**src/rtl/ycbcr422_packer.sv**
```systemverilog
// ycbcr422_packer: 4:4:4 to 4:2:2 packer with a 4-word output queue; define YCBCR422_CHROMA_AVG_EN for averaged chroma
module ycbcr422_packer #(
    parameter int DW = 10
) (
    input  logic          clk,
    input  logic          rst,
    input  logic          in_valid,
    output logic          in_ready,
    input  logic [DW-1:0] in_y,
    input  logic [DW-1:0] in_cb,
    input  logic [DW-1:0] in_cr,
    input  logic          in_eol,
    output logic          out_valid,
    input  logic          out_ready,
    output logic [DW-1:0] out_y,
    output logic [DW-1:0] out_c,
    output logic          out_sel,
    output logic          out_eol
);
    typedef enum logic {EVEN, ODD} phase_t;
    localparam int WW = 2 * DW + 2;
    phase_t        phase;
    logic [DW-1:0] y0, cb0, cr0;
    logic [WW-1:0] q [4];
    logic [1:0]    rd, wr;
    logic [2:0]    count;
    logic          acc, push, pop, odd;
    logic [DW-1:0] cb_p, cr_p;
    logic [WW-1:0] w0, w1;
`ifdef YCBCR422_CHROMA_AVG_EN
    logic [DW:0]   cb_sum, cr_sum;
    // round-half-up average of the held even pixel and the current odd pixel
    always_comb begin
        cb_sum = {1'b0, cb0} + {1'b0, in_cb} + (DW+1)'(1);
        cr_sum = {1'b0, cr0} + {1'b0, in_cr} + (DW+1)'(1);
        cb_p   = cb_sum[DW:1];
        cr_p   = cr_sum[DW:1];
    end
`else
    assign cb_p = cb0;
    assign cr_p = cr0;
`endif
    // handshakes and the two words pushed for a completed pair or a lone end-of-line pixel
    always_comb begin
        in_ready  = !rst && count <= 3'd2;
        acc       = in_valid && in_ready;
        odd       = phase == ODD;
        push      = acc && (odd || in_eol);
        out_valid = count != 3'd0;
        pop       = out_valid && out_ready;
        w0        = {2'b00, odd ? cb_p : in_cb, odd ? y0 : in_y};
        w1        = {in_eol, 1'b1, odd ? cr_p : in_cr, in_y};
        {out_eol, out_sel, out_c, out_y} = out_valid ? q[rd] : '0;
    end
    // phase FSM, held even pixel and output queue pointers
    always_ff @(posedge clk) begin
        if (rst) begin
            phase <= EVEN;
            y0    <= '0;
            cb0   <= '0;
            cr0   <= '0;
            rd    <= '0;
            wr    <= '0;
            count <= '0;
        end else begin
            if (acc && !odd && !in_eol) begin
                y0  <= in_y;
                cb0 <= in_cb;
                cr0 <= in_cr;
            end
            if (acc)
                phase <= (!odd && !in_eol) ? ODD : EVEN;
            if (push) begin
                q[wr]        <= w0;
                q[wr + 2'd1] <= w1;
                wr           <= wr + 2'd2;
            end
            if (pop)
                rd <= rd + 2'd1;
            count <= count + (push ? 3'd2 : 3'd0) - {2'b00, pop};
        end
    end
endmodule

```
**config.mk**
```make
export PLATFORM = sky130hd
export DESIGN_NAME = ycbcr422_packer
export DESIGN_NICKNAME = d
export VERILOG_FILES = /design/src/rtl/ycbcr422_packer.sv
export SDC_FILE = /design/constraint.sdc
export NUM_CORES = 1
export LEC_CHECK = 0
export CELL_PAD_IN_SITES_DETAIL_PLACEMENT = 1
export CELL_PAD_IN_SITES_GLOBAL_PLACEMENT = 1
export CORE_MARGIN = 2
export CORE_UTILIZATION = 50
export CTS_CLUSTER_DIAMETER = 80
export CTS_CLUSTER_SIZE = 12
export DETAILED_ROUTE_END_ITERATION = 10
export DONT_BUFFER_PORTS = 1
export GPL_ROUTABILITY_DRIVEN = 1
export PLACE_DENSITY = 0.74
export SYNTH_ARGS = -nofsm -noshare
export SYNTH_HDL_FRONTEND = slang
export SYNTH_SLANG_ARGS = --single-unit
```
**constraint.sdc**
```tcl
create_clock -name clk -period 13.4 [get_ports clk]
set_clock_uncertainty 0.05 [all_clocks]
set_input_delay 4.02 -clock clk [delete_from_list [all_inputs] [get_ports clk]]
set_output_delay 4.02 -clock clk [all_outputs]
set_load 0.01 [all_outputs]
```
# After elaboration in Yosys (flattened, before gate mapping)
# Memory sizes are Yosys's and may differ from the RTL's. A register that Yosys moved wholly into a read port is not among the register bits.
# Cells that the tools add are included.
# totals
ram_bits,88
input_bits,35
latchBits,0
ff_bits,38
word_cells,37
mem_count,1
rom_bits,0
# memory_table
memory,words,word_bits,read_ports,rd_ports_with_merged_regs,wr,line_no,rtl
q,4,22,1,1,2,24,logic [WW-1:0] q [4];
# op_classes
n_reduce_logical,12
n_mux,11
shifts,0
n_addsub,5
n_bitwise,0
n_eq_ne,0
n_lt_le_gt_ge,1
multipliers,0
div_mod_pow,0
# ops
op,n
$mux W10,3
$mux W22,1
$logic_and A1 B1 Y1,7
$mux W2,3
$add A2 B1 Y2 const B,2
$mux W1,4
$add A3 B2 Y3,1
$le A3 B2 Y1 const B,1
$logic_not A1 Y1,3
$reduce_bool A3 Y1,1
$sub A3 B1 Y3,1
$add A2 B2 Y2 const B,1
$logic_or A1 B1 Y1,1

# Longest topological paths before layout
# depth
depth_word,7
ltp_mapped,9

# Worst setup path before layout
# Ideal clock, no wire load.
# synth_path
kind,input-to-output
start,in rst
end,out in_ready
t_required_ns,9.330
t_arrival_ns,4.588
slack_ns,4.742
stages,3
n_path_buf,1
path_cell_list,a211o_2 -> clkinv_2 -> buf_6
# synth_via
elab_chain_cells,2
# synth_rtl
item,line_no,rtl
start: declaration,6,"input logic rst,"
$logic_not A1 Y1,45,in_ready = !rst && count <= 3'd2;
$logic_and A1 B1 Y1,45,
end: declaration,8,"output logic in_ready,"
# Every way passes these cells.

# Worst setup path in the final report
# Ends and elaborated chain as after synthesis.

==> key figures <==
GRT
  – Wire length of the first global-routing pass: 17200 µm
  – Antenna violations before repair: 0
  – Total routing resource utilization after global routing: 20.8%
  – Grt ovf: 0
  – Via count of the first global-routing pass: 3126
  – Largest net degree at the start of global routing: 43

Worst hold path
  – Hold WC Path Type: reg -> reg

Synthesis
  – Flip-flop and latch count after synthesis: 121
  – Fraction of synthesis flops using an asynchronous set or reset pin: 0%
  – Synth Flop Type: sky130_fd_sc_hd__edfxtp_1
  – Part of the Yosys area used for sequential elements: 63.9%
  – Distinct cells, synth: 32
  – Yosys warns: 0
  – Synthesized netlist net count: 387
  – Post-synthesis average cell area: 14.5 µm²
  – Gate Count Post-Synth: 349
  – Post-synth EDFFs: 82
  – Synthesized area: 5070 µm²

Placed design
  – Count of input and output buffers: 0
  – Detailed Place HPWL: 6240 µm
  – Final estimated routing congestion in global placement: 0.684
  – Area after detailed placement: 5120 µm²

Setup path
  – Data arrival time at the worst-slack endpoint: 5340 ps
  – Critical-path cell with the highest stage delay: sky130_fd_sc_hd__clkinv_2
  – Ordered list of cells on the worst path: a211o_2 -> clkinv_2
  – Peak per-stage delay on the critical path: 700 ps
  – CP max FO: 39
  – Nature of the critical path endpoint: output port
  – Crit path max-delay family: buffers and inverters
  – Worst Path Class, Setup: in -> out
  – Startpoint kind of the worst setup timing path: primary input
  – Worst EP required: 9330 ps
  – Sum of buffers and inverters on the critical path: 1

Job
  – Number of maximum-capacitance constraint violations: 0

STA
  – Final Slew Violations: 0
  – Final worst path period share: 70.2%
  – Final setup violation count: 0
  – Setup repair after global routing missed its margin: no
  – Total negative slack: 0 ps
  – Worst relative slew slack: 12.1%
  – Final worst path period need: 9410 ps
  – Hold Slack: 402 ps
  – Slew of the pin with the lowest slew margin: 1320 ps
  – F_max: 106 MHz
  – Hold Violations, Final: 0

Die
  – Total I/O pin count: 59
  – Initial cell density of the core: 51.7%
  – Total die area: 11000 µm²
  – Die X: 105 µm
  – Die height: 105 µm
  – Total core area: 9820 µm²
  – Floorplan row count: 36

Power and ir drop
  – Pwr dens: 201 nW/µm²
  – VDD IR-drop max: 0.105 mV
  – Leakage: 1.84 nW

Final layout
  – Area occupied by multi-input gates: 1650 µm²
  – Share of final-layout standard cells stronger than drive strength 1: 28.7%
  – Final antenna diode count: 0
  – Footprint of the flip-flops and latches: 3240 µm²
  – Layout-stage area growth over the synthesis result: 12.8%
  – Summed area of non-filler cells in the final layout: 5720 µm²
  – Layout net count: 384
  – Utilization after layout: 58.3%
  – Number of filler cells placed in the layout: 954

Outcome
  – Result of the run: finished, final reports clean

Clock network
  – Setup Buffers After CTS: 0
  – Number of instances resized during post-cts repair: 0
  – Clock latency of the later-clocked register in the worst-skew pair: 500 ps
  – Cts hold-fix bufs: 0
  – Clock Tree Root: sky130_fd_sc_hd__clkbuf_8
  – Number of buffers added by the clock tree synthesis step: 17
  – Clock sink count: 121
  – # H-tree levels: 4
  – CTS max path bufs: 2
  – Clock tree from TritonCTS: yes
  – Clock-pin slew reported for the worst setup and hold paths after clock tree synthesis: 60 ps

Detailed routing
  – Via Count: 2844
  – Number of nets with antenna violations after detailed routing: 0
  – Per-cell routed wire length: 21.8 µm
  – Sum of routed wire length over all layers: 10700 µm
  – Drc violations: 0
  – Number of iterations in the first detailed-routing pass: 4
  – Initial DRC count: 195
  – Post-detailed-route via-to-cell ratio: 5.78
[worst paths after layout]
kind              endpoint  startpoint  cells past startpoint  slack (ps)
setup / recovery  in_ready         rst                      2        3990
setup reg to reg  q[2][10]         odd                      3       10420
hold / removal      cr0[3]      cr0[3]                      2         400
hold reg to reg     cr0[3]      cr0[3]                      2         400
[synthesized netlist by cell type (2+ instances only)]
| library cell | instances | area [µm²] |
|---|---|---|
| sky130_fd_sc_hd__nor2_1 | 6 | 22.5 |
| sky130_fd_sc_hd__a21oi_1 | 31 | 155 |
| sky130_fd_sc_hd__nand2_1 | 2 | 7.51 |
| sky130_fd_sc_hd__ha_1 | 3 | 37.5 |
| sky130_fd_sc_hd__o21ai_2 | 9 | 78.8 |
| sky130_fd_sc_hd__inv_1 | 8 | 30.0 |
| sky130_fd_sc_hd__mux4_2 | 20 | 450 |
| sky130_fd_sc_hd__nand3_1 | 30 | 150 |
| sky130_fd_sc_hd__buf_6 | 7 | 78.8 |
| sky130_fd_sc_hd__o21ai_0 | 2 | 10.0 |
| sky130_fd_sc_hd__nor3_1 | 3 | 15.0 |
| sky130_fd_sc_hd__buf_4 | 2 | 15.0 |
| sky130_fd_sc_hd__o21ai_1 | 21 | 105 |
| sky130_fd_sc_hd__nor2b_1 | 23 | 144 |
| sky130_fd_sc_hd__buf_2 | 10 | 50.1 |
| sky130_fd_sc_hd__xor2_1 | 2 | 17.5 |
| sky130_fd_sc_hd__edfxtp_1 | 82 | 2460 |
| sky130_fd_sc_hd__dfxtp_1 | 39 | 781 |
| sky130_fd_sc_hd__clkbuf_1 | 7 | 26.3 |
| sky130_fd_sc_hd__mux2_2 | 30 | 338 |
[per-stage QoR]
stage	total power (W)	setup slack [ps]	instances
5_1_grt	0.00120	3870	492
3_3_place_gp	0.000698	4040	460
6_report	0.00115	3990	492
3_5_place_dp	0.000706	4010	460
4_1_cts	0.00116	3980	492
2_1_floorplan	0.000660	4740	349
[layer usage]
layer | routed length, µm | part of all wire (%) | track usage, %
met1 | 4520 | 42 | 25.9
met5 | 0 | 0 | 0
met2 | 5560 | 52 | 34.4
met4 | 110 | 1.0 | 7.62
met3 | 525 | 4.9 | 6.43
[cell usage in the layout (no fill, tap or decap), drive strengths merged, types with 4 or more instances in the layout]
master / instances
mux2: 30
clkbuf: 18
dfxtp: 39
o21ai: 32
nor2: 7
a21oi: 31
nand3: 30
clkinv: 8
mux4: 20
buf: 4
nor2b: 23
inv: 10
edfxtp: 82
[flip-flops by register name, indices dropped and copies added (netlist names), named ones only]
name   cells
cb0       10
q         82
y0        10
odd        1
cr0       10
wr         1
rd         2
count      3
[kinds of logic (layout without fill, tap and decap cells)]
kind of cell	count (synthesis)	after routing	synth area share, %
fa+ha+maj	3	3	0.740
simple gates	70	70	7.65
buf+inv	35	45	4.05
xor+xnor	2	2	0.345
flops	121	121	63.9
compound gates	67	67	7.55
mux	51	51	15.7
[area by class of cell]
cell class / count / area share, %
clock buffers: 18 / 7.48
inverters: 9 / 0.612
flip-flops and latches: 121 / 56.7
clock inverters: 14 / 3.00
well taps: 133 / 2.91
repair buffers: 4 / 0.525
multi-input cells: 193 / 28.8
[report_power, final]
| part | leakage (nW) | internal (W) | switching (W) |
|---|---|---|---|
| combinational | 0.484 | 0.0000948 | 0.000141 |
| sequential | 1.06 | 0.000434 | 0.0000272 |
| clock | 0.289 | 0.000289 | 0.000165 |
[tightest hold or removal path, delay by kind of cell (launching register included)]
| kind | cells | cell delay, ps |
|---|---|---|
| DFF | 1 | 310 |
| AOI/OAI and AO/OA | 2 | 100 |
No activity file was read; power rests on OpenSTA's default activity.
==> patch 1 (config.mk and constraints unchanged) <==
The parameter `DW` goes from 10 to 8.
--- a/src/rtl/ycbcr422_packer.sv
+++ b/src/rtl/ycbcr422_packer.sv
@@ -1,6 +1,6 @@
 // ycbcr422_packer: 4:4:4 to 4:2:2 packer with a 4-word output queue; define YCBCR422_CHROMA_AVG_EN for averaged chroma
 module ycbcr422_packer #(
-    parameter int DW = 10
+    parameter int DW = 8
 ) (
     input  logic          clk,
     input  logic          rst,
Ports: changed (5 resized); port bits go from 59 to 49. The function was not compared with the original's and may differ.
==> patch 1 against the original RTL <==
  * Setup slack improved by 0.62 ns
  * Non-clock buffer count increased by 2
  * Sequential share of layout area increased by 3.9 points
  * Sequential cell count down 22
  * Register-to-register slack improved by 0.46 ns
  * Final area decreased by 24%
  * Combinational power fell by 26%
  * Core utilization fell by 4.7 points
  * Area after synthesis down 18%
  * Routed wire length fell by 24%
  * Total power down 38%
  * Critical path type unchanged
==> patch 1: results (changes against the original RTL) <==
----------------------------------------------------
[Layout]
  Sequential portion of the cell area ... 60.6% (+3.9 points)
  Multi-input gate share of the layout cell area ... 30.6% (+1.8 points)
  Fill cells ... 786 (-18%)
  Nonclk buf count ... 6 (+2)
  Share of cells above drive strength 1 ... 23.0% (-5.7 points)
  Finished Layout Cells ... 396 (-20%)
  Max FFs per register ... 66 (-20%)

[CTS]
  Clock slew at the register clock pins of the worst setup and hold paths ... 0.09 ns (+0.03 ns)
  Number of buffers created by CTS ... 9 (-8)
  Sinks on Clock Net ... 99 (-18%)

[Logic synthesis]
  Area share of fa/ha/maj cells after synthesis ... 0.903% (+0.16 points)
  Compound-cell area share of the yosys netlist ... 6.95% (-0.60 points)
  Total of warnings raised by yosys ... 0 (unchanged)
  Fraction of post-synthesis cell area in the top cell type by area ... 47.7% (-0.89 points)
  Synth Area in XOR/XNOR ... 0.421% (+0.076 points)
  Number of flops mapped to enable cells by yosys ... 66 (-20%)
  Part of the Yosys area used for sequential elements ... 63.5% (-0.40 points)
  Commonest cells in the netlist ... edfxtp_1 (66), dfxtp_1 (33), a21oi_1 (26)
  Net count after synthesis ... 323 (-17%)
  Post-synthesis cell type count ... 30 (-6.3%)
  Largest cells by area after synthesis ... edfxtp_1 (48%), dfxtp_1 (16%), mux4_2 (8.7%)

[Routing]
  Wire length on met3 ... 462 um (-12%)
  Aggregate routed wire length ... 8200 um (-24%)
  Vias after detailed routing ... 2,308 (-19%)
  Max layer used ... met4
  DR iter-0 viols ... 126 (-35%)
  M1 WL ... 3430 um (-24%)
  DR WL met2 ... 4190 um (-25%)

[Power and ir drop]
  Net switching power ... 224 uW (-33%)
  Pleak ... 0.00137 uW (-26%)

[STA]
  Hold slack final ... 0.426 ns (+0.0243 ns)

[Global route]
  Global-route wire length before repair ... 13,100 um (-24%)
  Largest net degree at the start of global routing ... 35 (-19%)
  Met3 GRT Util ... 5.30% (-1.1 points)
  Vias in the first global route ... 2,462 (-21%)
  All-Layer GR Usage ... 19.6% (-1.2 points)
  GR Layer Usage met2 ... 32.5% (-1.9 points)
  GRT met1 Usage ... 24.8% (-1.1 points)

[Critical path]
  CP max FO ... 33 (-15%)
  Critical Path AT ... 4.72 ns (-0.62 ns)
  R2R cell count ... 5 (+2)
  Flop2flop setup slack ... 10.88 ns (+0.46 ns)
  Launch point of the worst reg-to-reg path ... count[0]$_SDFF_PP0_
  Critical register-to-register path endpoint ... q[3][6]$_DFFE_PP_

[Placed design]
  Number of cells in the design after placement ... 380 (-17%)
  Placer Congestion ... 0.731 (+6.8%)
  Pre-CTS WS ... 4.63 ns (+0.621 ns)
  Post-detail-place hpwl ... 5230 um (-16%)

[Hold path]
  Worst Hold End ... y0[1]$_SDFFE_PP0P_
  HP Start ... y0[1]$_SDFFE_PP0P_

[Outcome]
  Status ... complete, no violations

----------------------------------------------------
[patch 1: critical path, stage by stage]
cell and delay, ns:
a211o_1 0.21, buf_4 0.24, clkinv_4 0.23
[patch 1: how the worst max path moves through the flow]
stage	slack, ns	cells past startpoint	from	endpoint
2_1_floorplan	4.64	5	rst	in_ready
3_3_place_gp	4.64	3	rst	in_ready
3_5_place_dp	4.63	3	rst	in_ready
4_1_cts	4.63	3	rst	in_ready
5_1_grt	4.56	3	rst	in_ready
6_report	4.61	3	rst	in_ready
[patch 1: stage by stage]
step | util, % | area [um2]
6_report | 53.6 | 4360
5_1_grt | 53.6 | 4360
4_1_cts | 53.6 | 4360
3_5_place_dp | 51.5 | 4190
3_3_place_gp | 51.5 | 4190
2_1_floorplan | - | 4160
[patch 1: power groups by stage]
stage                     clock [uW]  sequential [uW]  combinational [uW]
final                            170              372                 175
after global routing             186              376                 197
after CTS                        173              373                 181
after detailed placement           0              380                 180
after global placement             0              379                 175
after floorplan                    0              365                 163
==> patch 2 (config.mk and constraints unchanged) <==
Made on the original files. The option `YCBCR422_CHROMA_AVG_EN` is turned on by a define.
--- a/src/rtl/ycbcr422_packer.sv
+++ b/src/rtl/ycbcr422_packer.sv
@@ -1,4 +1,6 @@
 // ycbcr422_packer: 4:4:4 to 4:2:2 packer with a 4-word output queue; define YCBCR422_CHROMA_AVG_EN for averaged chroma
+`define YCBCR422_CHROMA_AVG_EN
+
 module ycbcr422_packer #(
     parameter int DW = 10
 ) (
Formal check against the unedited RTL: not equivalent (a bounded check fails within 4 cycles, from zero or initial values and one cycle with rst high).
==> patch 2 against the original RTL <==
  * Routed wire length grew 22%
  * Core utilization decreased by 0.59 points
  * Synthesized cell count grew 35%
  * Area after synthesis grew 12%
  * First-iteration DRC count grew 13%
  * Setup slack better by 0.98 ns
  * Sequential cell count unchanged
  * Critical path depth shrank 1
  * Final area is 11% higher
  * Total power down 5.6%
  * Critical path type unchanged
  * Critical endpoint unchanged
  * Largest power group unchanged
  * Highest routed layer unchanged
==> patch 2: results (changes against the original RTL) <==
----------------------------------------------------
[Global route]
  Largest net degree at the start of global routing ... 43 (unchanged)
  Global-route wire length before repair ... 21,400 um (+25%)
  Vias in the first global route ... 4,029 (+29%)
  All-Layer GR Usage ... 22.6% (+1.8 points)
  Initial antenna violation count ... 0 (unchanged)

[CTS]
  Clk Tree Root Cell ... clkbuf_16
  Clock network latency to the later pin of the worst-skew pair ... 0.41 ns (-0.09 ns)
  Clock slew at the register clock pins of the worst setup and hold paths ... 0.05 ns
  Post_cts resized ... 0 (unchanged)
  Number of buffers created by CTS ... 17 (unchanged)
  H-tree Lvls ... 4 (unchanged)

[Routing]
  Remaining antenna violation count after routing ... 0 (unchanged)
  Via density per instance ... 5.92 (+2.3%)
  First-pass DRT Iterations ... 4 (unchanged)
  Aggregate routed wire length ... 13,100 um (+22%)
  DR iter-0 viols ... 221 (+13%)

[Logic synthesis]
  Number of flops mapped to enable cells by yosys ... 82 (unchanged)
  Total of warnings raised by yosys ... 0 (unchanged)
  Post-synthesis mux area share ... 10.8% (-4.9 points)
  Post-synthesis cell type count ... 47 (+47%)
  Proportion of synthesized flip-flops having asynchronous set or reset ... 0% (unchanged)
  Part of the Yosys area used for sequential elements ... 57.0% (-6.9 points)
  Synth Area in XOR/XNOR ... 1.39% (+1.0 points)
  Commonest cells in the netlist ... edfxtp_1 (82), nand2_1 (76), a21oi_1 (49)
  Largest cells by area after synthesis ... edfxtp_1 (43%), dfxtp_1 (14%), mux4_2 (7.9%)
  Compound-cell area share of the yosys netlist ... 9.94% (+2.4 points)
  Area share of fa/ha/maj cells after synthesis ... 5.32% (+4.6 points)
  Per-instance average area after synthesis ... 12.0 um2 (-17%)

[Power and ir drop]
  Pleak ... 0.00218 uW (+19%)
  Largest voltage drop on the vdd net ... 88.8 uV (-16%)

[Layout]
  Post-layout nets ... 533 (+39%)
  Share of cells above drive strength 1 ... 15.2% (-14 points)
  Finished Layout Cells ... 628 (+28%)
  Max FFs per register ... 82 (unchanged)

[Outcome]
  Status ... complete, no violations

[Placed design]
  # port buffers ... 0 (unchanged)
  Pre-CTS WS ... 4.98 ns (+0.971 ns)
  Placer Congestion ... 0.775 (+13%)
  Post-detail-place hpwl ... 8450 um (+35%)
  Number of cells in the design after placement ... 596 (+30%)

[Critical path]
  Cell type group with the largest total delay on the critical path ... compound AO/OA/AOI/OAI gates
  Delay contributed by the slowest stage of the critical path ... 0.33 ns (-0.37 ns)
  Standard cell with the maximum stage delay on the critical path ... a211oi_2
  CP max FO ... 39 (unchanged)
  Critical Path AT ... 4.36 ns (-0.98 ns)

[STA]
  Least-Margin Pin Slew ... 0.859 ns (-0.458 ns)

[Hold path]
  Class of the most critical hold timing path ... flip-flop to flip-flop

----------------------------------------------------
[patch 2: cell type report]
type	count	area [um2]
clock buffers	23	468
clock inverters	9	51.3
fillers	1132	4650
inverters	15	56.3
multi-input cells	313	2290
flip-flops and latches	121	3240
well taps	140	175
repair buffers	7	52.6
[patch 2: per-layer routing]
metal	routed length, um	up-vias	share of wire [%]	global-route usage (%)
li1	-	1731	-	-
met1	5590	1890	43	28.7
met2	6690	75	51	38.4
met3	545	19	4.2	5.32
met4	265	0	2.0	7.42
met5	0	-	0	0
[patch 2: kinds of logic (layout without fill, tap and decap cells)]
logic type	count (synthesis)	in the layout
AND/OR/NAND/NOR	154	154
buffers and inverters	38	54
AO/OA/AOI/OAI	92	92
XOR/XNOR	9	9
multiplexers	35	35
flip-flops	121	121
adder cells (fa/ha/maj)	23	23
[patch 2: report_power, final]
| group | switching [uW] | internal, uW |
|---|---|---|
| Clock | 155 | 243 |
| Sequential | 21.3 | 428 |
| Combinational | 138 | 99.5 |
| Total | 315 | 771 |
[patch 2: worst paths after layout]
path,cells after the start,slack (ns),from,end
setup / recovery,1,4.97,rst,in_ready
hold reg to reg,2,0.40,cr0[3]$_SDFFE_PP0P_,cr0[3]$_SDFFE_PP0P_
hold / removal,2,0.40,cr0[3]$_SDFFE_PP0P_,cr0[3]$_SDFFE_PP0P_
setup reg to reg,4,10.94,count[1]$_SDFF_PP0_,q[0][19]$_DFFE_PP_
[patch 2: metrics by stage]
step,hold WS (ns),cell area [um2]
floorplan,0.383,5690
global placement,0.382,5820
detailed placement,0.390,5820
CTS,0.406,6340
global route,0.431,6340
finish,0.404,6340
